<file path="config.mk">
export PLATFORM = sky130hd
export DESIGN_NAME = mouse_cmd_responder_flat
export DESIGN_NICKNAME = d
export VERILOG_FILES = /design/src/rtl/mouse_ps2_pkg.sv /design/src/rtl/mouse_cmd_responder_if.sv /design/src/rtl/ps2_delay_timer.sv /design/src/rtl/mouse_cmd_responder.sv /design/src/flat_wrapper.sv
export SDC_FILE = /design/constraint.sdc
export NUM_CORES = 1
export LEC_CHECK = 0
export BUFFER_PORTS_ARGS = -buffer_cell sky130_fd_sc_hd__buf_2
export CORE_MARGIN = 2
export CORE_UTILIZATION = 30
export CTS_BUF_LIST = sky130_fd_sc_hd__clkbuf_8 sky130_fd_sc_hd__clkbuf_16
export DETAILED_ROUTE_END_ITERATION = 12
export PLACE_DENSITY = 0.44
export SYNTH_ARGS = -nofsm -noshare
export SYNTH_HDL_FRONTEND = slang
export SYNTH_SLANG_ARGS = --single-unit
export TNS_END_PERCENT = 20
</file>
<file path="constraint.sdc">
create_clock -name clk -period 2.4 [get_ports clk]
set_clock_uncertainty 0.15 [all_clocks]
set_input_delay 0.24 -clock clk [delete_from_list [all_inputs] [get_ports clk]]
set_output_delay 0.24 -clock clk [all_outputs]
set_load 0.02 [all_outputs]
</file>
<file path="src/rtl/mouse_ps2_pkg.sv">
// Shared PS/2 mouse constants: host command bytes, device response bytes and
// the responder state encoding.
package mouse_ps2_pkg;

  localparam logic [7:0] CMD_RESET    = 8'hFF;
  localparam logic [7:0] CMD_GET_ID   = 8'hF2;
  localparam logic [7:0] CMD_ENABLE   = 8'hF4;
  localparam logic [7:0] CMD_DISABLE  = 8'hF5;
  localparam logic [7:0] CMD_DEFAULTS = 8'hF6;

  localparam logic [7:0] RSP_ACK    = 8'hFA;
  localparam logic [7:0] RSP_RESEND = 8'hFE;
  localparam logic [7:0] RSP_BAT_OK = 8'hAA;
  localparam logic [7:0] RSP_DEV_ID = 8'h00;

  localparam logic [2:0] ST_IDLE      = 3'd0;
  localparam logic [2:0] ST_ACK_SEND  = 3'd1;
  localparam logic [2:0] ST_ACK_WAIT  = 3'd2;
  localparam logic [2:0] ST_BAT_DELAY = 3'd3;
  localparam logic [2:0] ST_BAT_SEND  = 3'd4;
  localparam logic [2:0] ST_BAT_WAIT  = 3'd5;
  localparam logic [2:0] ST_ID_SEND   = 3'd6;
  localparam logic [2:0] ST_ID_WAIT   = 3'd7;

  function automatic logic is_known_cmd(input logic [7:0] c);
    return (c == CMD_RESET)  || (c == CMD_GET_ID)  || (c == CMD_ENABLE) ||
           (c == CMD_DISABLE) || (c == CMD_DEFAULTS);
  endfunction

endpackage

</file>
<file path="src/rtl/mouse_cmd_responder_if.sv">
// Byte-level link between the device-side PS/2 rx/tx and the command responder.
// master = host/transceiver side, slave = responder.
interface mouse_cmd_responder_if;
  logic [7:0] rx_data;
  logic       rx_done_tick;
  logic       tx_done_tick;
  logic       wr_ps2;
  logic [7:0] tx_data;
  logic       reporting_en;
  logic       busy;

  modport master (
    output rx_data, rx_done_tick, tx_done_tick,
    input  wr_ps2, tx_data, reporting_en, busy
  );

  modport slave (
    input  rx_data, rx_done_tick, tx_done_tick,
    output wr_ps2, tx_data, reporting_en, busy
  );
endinterface

</file>
<file path="src/rtl/ps2_delay_timer.sv">
// Remaining-cycles down-counter: load arms it, clr zeroes it, done while zero.
module ps2_delay_timer #(
  parameter int W = 16
) (
  input  logic         clk,
  input  logic         rst_n,
  input  logic         clr,
  input  logic         load,
  input  logic [W-1:0] load_val,
  output logic         done
);
  logic [W-1:0] cnt;

  always_ff @(posedge clk or negedge rst_n) begin
    if (!rst_n)          cnt <= '0;
    else if (clr)        cnt <= '0;
    else if (load)       cnt <= load_val;
    else if (cnt != '0)  cnt <= cnt - W'(1);
  end

  assign done = (cnt == '0);
endmodule

</file>
<file path="src/rtl/mouse_cmd_responder.sv">
// Device-side PS/2 mouse command responder (ACK / BAT / device ID).
// MOUSE_RESEND_EN: answer unrecognised commands with 0xFE instead of 0xFA.
module mouse_cmd_responder
  import mouse_ps2_pkg::*;
#(
  parameter logic [15:0] BAT_DELAY = 16'd50000
) (
  input  logic                   clk,
  input  logic                   rst_n,
  mouse_cmd_responder_if.slave   bus
);
  localparam int CW = (BAT_DELAY == 16'd0) ? 1 : $clog2(int'(BAT_DELAY) + 1);
  localparam logic [CW-1:0] TMR_INIT = (BAT_DELAY == 16'd0) ? '0 : CW'(BAT_DELAY - 16'd1);

  logic [2:0] state;
  logic [7:0] cmd_q;
  logic [7:0] tx_q;
  logic       rep_q;
  logic [7:0] first_rsp;
  logic       tmr_load;
  logic       tmr_done;

  always_comb begin
`ifdef MOUSE_RESEND_EN
    first_rsp = is_known_cmd(bus.rx_data) ? RSP_ACK : RSP_RESEND;
`else
    first_rsp = RSP_ACK;
`endif
  end

  // Timer holds remaining BAT cycles; armed by the reset command's ACK completing.
  assign tmr_load = !bus.rx_done_tick && (state == ST_ACK_WAIT) &&
                    bus.tx_done_tick && (cmd_q == CMD_RESET);

  ps2_delay_timer #(.W(CW)) u_bat_tmr (
    .clk      (clk),
    .rst_n    (rst_n),
    .clr      (bus.rx_done_tick),
    .load     (tmr_load),
    .load_val (TMR_INIT),
    .done     (tmr_done)
  );

  always_ff @(posedge clk or negedge rst_n) begin
    if (!rst_n) begin
      state <= ST_IDLE;
      cmd_q <= 8'h00;
      tx_q  <= 8'h00;
      rep_q <= 1'b0;
    end else if (bus.rx_done_tick) begin
      // A new host command always wins: aborts any sequence in flight.
      state <= ST_ACK_SEND;
      cmd_q <= bus.rx_data;
      tx_q  <= first_rsp;
      case (bus.rx_data)
        CMD_ENABLE:                           rep_q <= 1'b1;
        CMD_RESET, CMD_DISABLE, CMD_DEFAULTS: rep_q <= 1'b0;
        default: ;
      endcase
    end else begin
      case (state)
        ST_ACK_SEND: state <= ST_ACK_WAIT;
        ST_ACK_WAIT: if (bus.tx_done_tick) begin
          if (cmd_q == CMD_RESET) begin
            if (BAT_DELAY == 16'd0) begin
              state <= ST_BAT_SEND;
              tx_q  <= RSP_BAT_OK;
            end else begin
              state <= ST_BAT_DELAY;
            end
          end else if (cmd_q == CMD_GET_ID) begin
            state <= ST_ID_SEND;
            tx_q  <= RSP_DEV_ID;
          end else begin
            state <= ST_IDLE;
          end
        end
        ST_BAT_DELAY: if (tmr_done) begin
          state <= ST_BAT_SEND;
          tx_q  <= RSP_BAT_OK;
        end
        ST_BAT_SEND: state <= ST_BAT_WAIT;
        ST_BAT_WAIT: if (bus.tx_done_tick) begin
          state <= ST_ID_SEND;
          tx_q  <= RSP_DEV_ID;
        end
        ST_ID_SEND:  state <= ST_ID_WAIT;
        ST_ID_WAIT:  if (bus.tx_done_tick) state <= ST_IDLE;
        default:     state <= ST_IDLE;
      endcase
    end
  end

  assign bus.wr_ps2       = (state == ST_ACK_SEND) || (state == ST_BAT_SEND) ||
                            (state == ST_ID_SEND);
  assign bus.tx_data      = tx_q;
  assign bus.reporting_en = rep_q;
  assign bus.busy         = (state != ST_IDLE);
endmodule

</file>
<file path="src/flat_wrapper.sv">
// flat-port wrapper written by rule: the top's interface ports become plain ports
module mouse_cmd_responder_flat import mouse_ps2_pkg::*;
#(
  parameter logic [15:0] BAT_DELAY = 16'd50000
)
  (clk, rst_n, bus_rx_data, bus_rx_done_tick, bus_tx_done_tick, bus_wr_ps2, bus_tx_data, bus_reporting_en, bus_busy);
  mouse_cmd_responder_if bus_i ();
  input  logic clk;
  input  logic rst_n;
  input wire logic [$bits(bus_i.rx_data)-1:0] bus_rx_data;
  input wire logic [$bits(bus_i.rx_done_tick)-1:0] bus_rx_done_tick;
  input wire logic [$bits(bus_i.tx_done_tick)-1:0] bus_tx_done_tick;
  output wire logic [$bits(bus_i.wr_ps2)-1:0] bus_wr_ps2;
  output wire logic [$bits(bus_i.tx_data)-1:0] bus_tx_data;
  output wire logic [$bits(bus_i.reporting_en)-1:0] bus_reporting_en;
  output wire logic [$bits(bus_i.busy)-1:0] bus_busy;
  assign bus_i.rx_data = bus_rx_data;
  assign bus_i.rx_done_tick = bus_rx_done_tick;
  assign bus_i.tx_done_tick = bus_tx_done_tick;
  assign bus_wr_ps2 = bus_i.wr_ps2;
  assign bus_tx_data = bus_i.tx_data;
  assign bus_reporting_en = bus_i.reporting_en;
  assign bus_busy = bus_i.busy;
  mouse_cmd_responder #(.BAT_DELAY(BAT_DELAY)) u_core (.clk(clk), .rst_n(rst_n), .bus(bus_i));
endmodule
</file>
; Yosys cells after proc, flatten, opt, wreduce, memory -nomap -nowiden
; Cells that the tools add are included.
[word_totals]
reg_bits = 36
in_bits = 12
word_cells = 60
[op_classes]
add_sub_neg = 1
n_eq_ne = 19
muxes = 19
n_reduce_logical = 16
[op_table]
columns = op, count
row1 = $eq 8x8->1 const B, 6
row2 = $mux 16, 3
row3 = $mux 8, 6
row4 = $pmux 8 s3, 1
row5 = $mux 3, 7
row6 = $pmux 3 s7, 1
row7 = $logic_not 16->1, 1
row8 = $reduce_bool 16->1, 1
row9 = $sub 16x1->16 const B, 1
row10 = $ne 3x3->1 const B, 5
row11 = $eq 3x3->1 const B, 4
row12 = $eq 3x2->1 const B, 2
row13 = $reduce_and 6->1, 1
row14 = $reduce_bool 3->1, 2
row15 = $reduce_and 4->1, 1
row16 = $reduce_bool 4->1, 1
row17 = $eq 3x1->1 const B, 1
row18 = $logic_and 1x1->1, 3
row19 = $ne 3x2->1 const B, 1
row20 = $reduce_or 3->1, 1
row21 = $logic_or 1x1->1, 2
row22 = $pmux 1 s2, 1
row23 = $reduce_and 2->1, 1
row24 = $reduce_bool 2->1, 1
row25 = $logic_not 1->1, 1

; Longest topological paths before layout
[logic_depth]
word_depth = 6
mapped_depth = 7
depth_no_buf = 7

; By module
; From an unflattened synthesis, not the netlist that was laid out.
[unflattened]
cells_unflattened = 201
hier_area_um2 = 1881.8
[by_module_without_submodules]
columns = module, instances, cells_per_inst, area_each_um2, seq_area_each_um2
row1 = ps2_delay_timer, 1, 113, 1007.2, 400.4
row2 = mouse_cmd_responder, 1, 88, 874.6, 350.3

; Least setup slack after synthesis
; OpenSTA, ideal clock, no wires.
[synth_timing]
path_kind = reg-to-reg
start = reg u_core.u_bat_tmr.cnt[0]
end = reg u_core.u_bat_tmr.cnt[10]
arrival_ns = 1.650
t_required_ns = 2.176
slack_ns = 0.526
stages_incl_launch_ff = 8
path_cell_list = dfrtp_1 > inv_1 > ha_1 > nor4b_4 > and2_4 > nand2_2 > or3_1 > a21oi_2
[synth_via]
elab_chain_len = 4
[synth_rtl]
columns = item, line
row1 = "start, declared", ps2_delay_timer.sv:12  ; logic [W-1:0] cnt;
row2 = "start signal, assigned", ps2_delay_timer.sv:17  ; else if (load) cnt <= load_val;
row3 = "start signal, assigned", ps2_delay_timer.sv:18  ; else if (cnt != '0) cnt <= cnt - W'(1);
row4 = $sub 16x1->16, ps2_delay_timer.sv:18
row5 = $mux 16, ps2_delay_timer.sv:18
row6 = $mux 16, ps2_delay_timer.sv:17
row7 = $mux 16, ps2_delay_timer.sv:16  ; else if (clr) cnt <= '0;
; Several ways; a longest one is shown, not always the timed one. The select of a mux whose other input is x is not followed.
; A chain may end at the register's enable or synchronous reset.

; Final worst setup path
; Same ends and word-level chain as after synthesis.

==> impl_results.html <==
<table>
<tr><th>Metric</th><th>Value</th></tr>
<tr><th colspan="2">GRT</th></tr>
<tr><td>Met2 demand-to-capacity share in global routing</td><td>18.9%</td></tr>
<tr><td>Most used routing layer in global routing</td><td>met2</td></tr>
<tr><td>Largest net degree at the start of global routing</td><td>31</td></tr>
<tr><td>Via count of the first global-routing pass</td><td>1,249</td></tr>
<tr><td>First-pass GRT wire length</td><td>6040 um</td></tr>
<tr><td>Global-route track usage on met1</td><td>16.8%</td></tr>
<tr><td>GRT met3 Usage</td><td>3.07%</td></tr>
<tr><td>Total global-route track usage</td><td>12.2%</td></tr>
<tr><td>Number of antenna violations at the first check in global routing</td><td>0</td></tr>
<tr><td>Overflow after GRT</td><td>0</td></tr>
<tr><th colspan="2">Logic synthesis</th></tr>
<tr><td>Synth Cell Area</td><td>1700 sq um</td></tr>
<tr><td>Synthesized instance count</td><td>175</td></tr>
<tr><td>Cell types with the largest area share after synthesis</td><td>sky130_fd_sc_hd__dfrtp_1 44%, sky130_fd_sc_hd__mux2_2 6.0%, sky130_fd_sc_hd__a21oi_1 3.8%, sky130_fd_sc_hd__xnor2_1 3.6%, sky130_fd_sc_hd__nand2_1 3.3%</td></tr>
<tr><td>Library cell with the largest summed area after synthesis</td><td>sky130_fd_sc_hd__dfrtp_1</td></tr>
<tr><td>Synth Warn #</td><td>0</td></tr>
<tr><td>Syn Area/Cell</td><td>9.70 sq um</td></tr>
<tr><td>Most used standard cell by instance count after synthesis</td><td>sky130_fd_sc_hd__dfrtp_1</td></tr>
<tr><td>Flip-flop and latch count after synthesis</td><td>30</td></tr>
<tr><td>EDFF count, synth</td><td>0</td></tr>
<tr><td>Commonest cells post-synth</td><td>30 x sky130_fd_sc_hd__dfrtp_1, 15 x sky130_fd_sc_hd__nand2_1, 13 x sky130_fd_sc_hd__a21oi_1</td></tr>
<tr><td>Predominant post-synthesis flop cell</td><td>sky130_fd_sc_hd__dfrtp_1</td></tr>
<tr><td>Sequential cell area fraction in the yosys report</td><td>44.2%</td></tr>
<tr><td>Portion of synthesized cell area occupied by the leading cell type</td><td>44.2%</td></tr>
<tr><td>Distinct cells, synth</td><td>49</td></tr>
<tr><td>Synth async-reset ratio</td><td>100%</td></tr>
<tr><th colspan="2">Die</th></tr>
<tr><td>Number of rows created at floorplan</td><td>27</td></tr>
<tr><td>Starting Density</td><td>31.0%</td></tr>
<tr><td>Io pins</td><td>23</td></tr>
<tr><td>Floorplan core area</td><td>5470 sq um</td></tr>
<tr><td>Die Y</td><td>79.2 um</td></tr>
<tr><td>DIE AREA</td><td>6270 sq um</td></tr>
<tr><td>Width of the die</td><td>79.2 um</td></tr>
<tr><th colspan="2">Hold path</th></tr>
<tr><td>Hold/Removal Path Class</td><td>primary input to register</td></tr>
<tr><th colspan="2">Worst setup path</th></tr>
<tr><td>Critical Path AT</td><td>2080 ps</td></tr>
<tr><td>Crit-path max FO</td><td>5</td></tr>
<tr><td>Kind of start point of the critical path</td><td>register</td></tr>
<tr><td>Critical path capture point type</td><td>register</td></tr>
<tr><td>Kind of critical path</td><td>register to register</td></tr>
<tr><td>Data required time at the worst endpoint</td><td>2460 ps</td></tr>
<tr><th colspan="2">Clock network</th></tr>
<tr><td>Post-CTS Setup Repair Bufs</td><td>0</td></tr>
<tr><td>Worst-case clock buffer depth</td><td>2</td></tr>
<tr><td>Clk pin slew, worst setup/hold paths</td><td>70 ps</td></tr>
<tr><td>TritonCTS clock tree</td><td>yes</td></tr>
<tr><td>Clk_lat worst skew</td><td>280 ps</td></tr>
<tr><td>Clock buffers created by TritonCTS</td><td>5</td></tr>
<tr><td>Clock Sink Count</td><td>30</td></tr>
<tr><td>CTS resizes</td><td>0</td></tr>
<tr><td>Buffer cell driving the clock tree root</td><td>sky130_fd_sc_hd__clkbuf_8</td></tr>
<tr><td>H-tree depth</td><td>2</td></tr>
<tr><th colspan="2">Drt</th></tr>
<tr><td>Average wire per cell in the routed design</td><td>12.9 um</td></tr>
<tr><td>Residual DRC</td><td>0</td></tr>
<tr><td>Post-Route WL</td><td>3410 um</td></tr>
<tr><td>Vias after detailed routing</td><td>1,327</td></tr>
<tr><td>1st-iter DRT viols</td><td>57</td></tr>
<tr><td>Drt first pass iters</td><td>4</td></tr>
<tr><td>ANT nets after route</td><td>0</td></tr>
<tr><td>Post-detailed-route via-to-cell ratio</td><td>5.03</td></tr>
<tr><th colspan="2">Layout</th></tr>
<tr><td>Number of nets in the final layout</td><td>206</td></tr>
<tr><td>Layout cell share with drive strength beyond 1</td><td>24.0%</td></tr>
<tr><td>Inserted Diodes</td><td>0</td></tr>
<tr><td>Footprint of the multi-input gates</td><td>857 sq um</td></tr>
<tr><td>Area growth syn-to-layout</td><td>13.2%</td></tr>
<tr><td>Final standard cell area without fillers</td><td>1920 sq um</td></tr>
<tr><td>Fill cell count</td><td>568</td></tr>
<tr><td>Area taken by flip-flops and latches</td><td>751 sq um</td></tr>
<tr><th colspan="2">Power</th></tr>
<tr><td>Areal power density over the cells</td><td>1150 nW/um^2</td></tr>
<tr><td>Leakage</td><td>0.827 nW</td></tr>
<tr><td>IR Drop Worst-Case VDD</td><td>315 uV</td></tr>
<tr><th colspan="2">Timing</th></tr>
<tr><td>Max Fclk</td><td>495 MHz</td></tr>
<tr><td>Worst slew margin relative to its limit</td><td>53.7%</td></tr>
<tr><td>Final Cycle Share</td><td>84.2%</td></tr>
<tr><td>Post-route minimum period</td><td>2020 ps</td></tr>
<tr><td>Setup-failing EPs final</td><td>0</td></tr>
<tr><td>Final-report max-slew violation count</td><td>0</td></tr>
<tr><td>Worst-Margin Slew</td><td>694 ps</td></tr>
<tr><td>Setup_tns</td><td>0 ps</td></tr>
<tr><td>Unrepaired setup endpoints after global routing</td><td>no</td></tr>
<tr><td>Hold violation total from the final report</td><td>0</td></tr>
<tr><th colspan="2">Job</th></tr>
<tr><td>Number of maximum-capacitance constraint violations</td><td>0</td></tr>
<tr><th colspan="2">Place</th></tr>
<tr><td>Final HPWL DP</td><td>2490 um</td></tr>
<tr><td>PortBufs</td><td>20</td></tr>
<tr><td>Cell area after placement</td><td>1830 sq um</td></tr>
<tr><td>Weighted congestion at the end of routability-driven global placement</td><td>0.774</td></tr>
<tr><th colspan="2">Run status</th></tr>
<tr><td>Result of the run</td><td>complete, no violations</td></tr>
</table>
[layer usage]
layer  vias to the layer above  wire [um]
li1                        651          -
met1                       626       1640
met2                        46       1540
met5                         -          0
met4                         0         36
met3                         4        193
[area by class of cell]
class,instances,area share [%]
Sequential cell,30,39.1
Tap cell,72,4.69
Inverter,6,1.17
Multi-Input combinational cell,128,44.6
Timing Repair Buffer,22,6.12
Clock buffer,6,4.30
[cells in the final DEF (no fill, tap or decap), drive strengths merged, types with 2 or more instances in the layout]
cell / n
xnor2: 7
or3: 3
nor3: 8
nand2: 16
buf: 21
nor3b: 2
a32oi: 2
and4: 3
nand3: 4
and2: 3
nand4: 2
o21ai: 12
nor2: 12
o31ai: 2
dfrtp: 30
nor4b: 2
nand2b: 2
xor2: 3
a21oi: 14
mux2: 9
a221oi: 2
mux2i: 2
nor2b: 2
conb: 2
clkbuf: 6
inv: 6
nand4b: 2
[critical path, stage by stage, from the launching register on]
cell	delay, ps
sky130_fd_sc_hd__dfrtp_1	400
sky130_fd_sc_hd__inv_1	90
sky130_fd_sc_hd__ha_1	210
sky130_fd_sc_hd__nor4b_4	320
sky130_fd_sc_hd__and2_4	230
sky130_fd_sc_hd__nand2_2	70
sky130_fd_sc_hd__or3_1	340
sky130_fd_sc_hd__a21oi_2	130
[final timing paths]
check	from	to	slack, ps	cells after the start
worst max-delay path	u_core.u_bat_tmr.cnt[0]	u_core.u_bat_tmr.cnt[10]	380	7
worst min-delay path	bus_rx_data[0]	u_core.bus.reporting_en	40	2
worst max register to register	u_core.u_bat_tmr.cnt[0]	u_core.u_bat_tmr.cnt[10]	380	7
worst min register to register	u_core.cmd_q[7]	u_core.cmd_q[7]	350	1
max in group asynchronous	rst_n	u_core.cmd_q[4]	1260	2
min in group asynchronous	rst_n	u_core.u_bat_tmr.cnt[14]	400	2
[stage by stage]
stage               std cells  util [%]  setup WS (ps)  hold WS [ps]  power [mW]
floorplan                 176         -            526          -206        1.62
global placement          257      33.4            426           179        1.81
detailed placement        257      33.4            380           180        1.81
CTS                       264      35.1            370          39.7        2.23
global route              264      35.1            251          46.0        2.40
finish                    264      35.1            379          43.7        2.21
[registers in the layout, summed over array words and instances, names as in the netlist]
register	flops
u_core.bus.reporting_en	1
u_core.state	3
u_core.bus.tx_data	2
u_core.cmd_q	8
u_core.u_bat_tmr.cnt	16
[power breakdown]
part | internal, mW | switching (mW) | leakage [nW] | total [mW]
Clock | 0.221 | 0.179 | 0.0431 | 0.400
Sequential | 0.626 | 0.166 | 0.379 | 0.792
Combinational | 0.454 | 0.564 | 0.405 | 1.02
Total | 1.30 | 0.909 | 0.827 | 2.21
[kinds of logic after synthesis]
logic type	count (synthesis)	synth area share, %
AND/OR/NAND/NOR	64	22.6
AO/OA/AOI/OAI	40	14.4
flip-flops	30	44.2
buffers and inverters	18	5.46
multiplexers	11	7.15
XOR/XNOR	10	5.16
adder cells (fa/ha/maj)	1	0.737
other	1	0.221
[repair_timing]
item,in CTS,in global routing
hold buffers,1,0
endpoints found under the hold margin,30,0
setup endpoints to repair,0,0
Power figures use the tool's default switching activity.
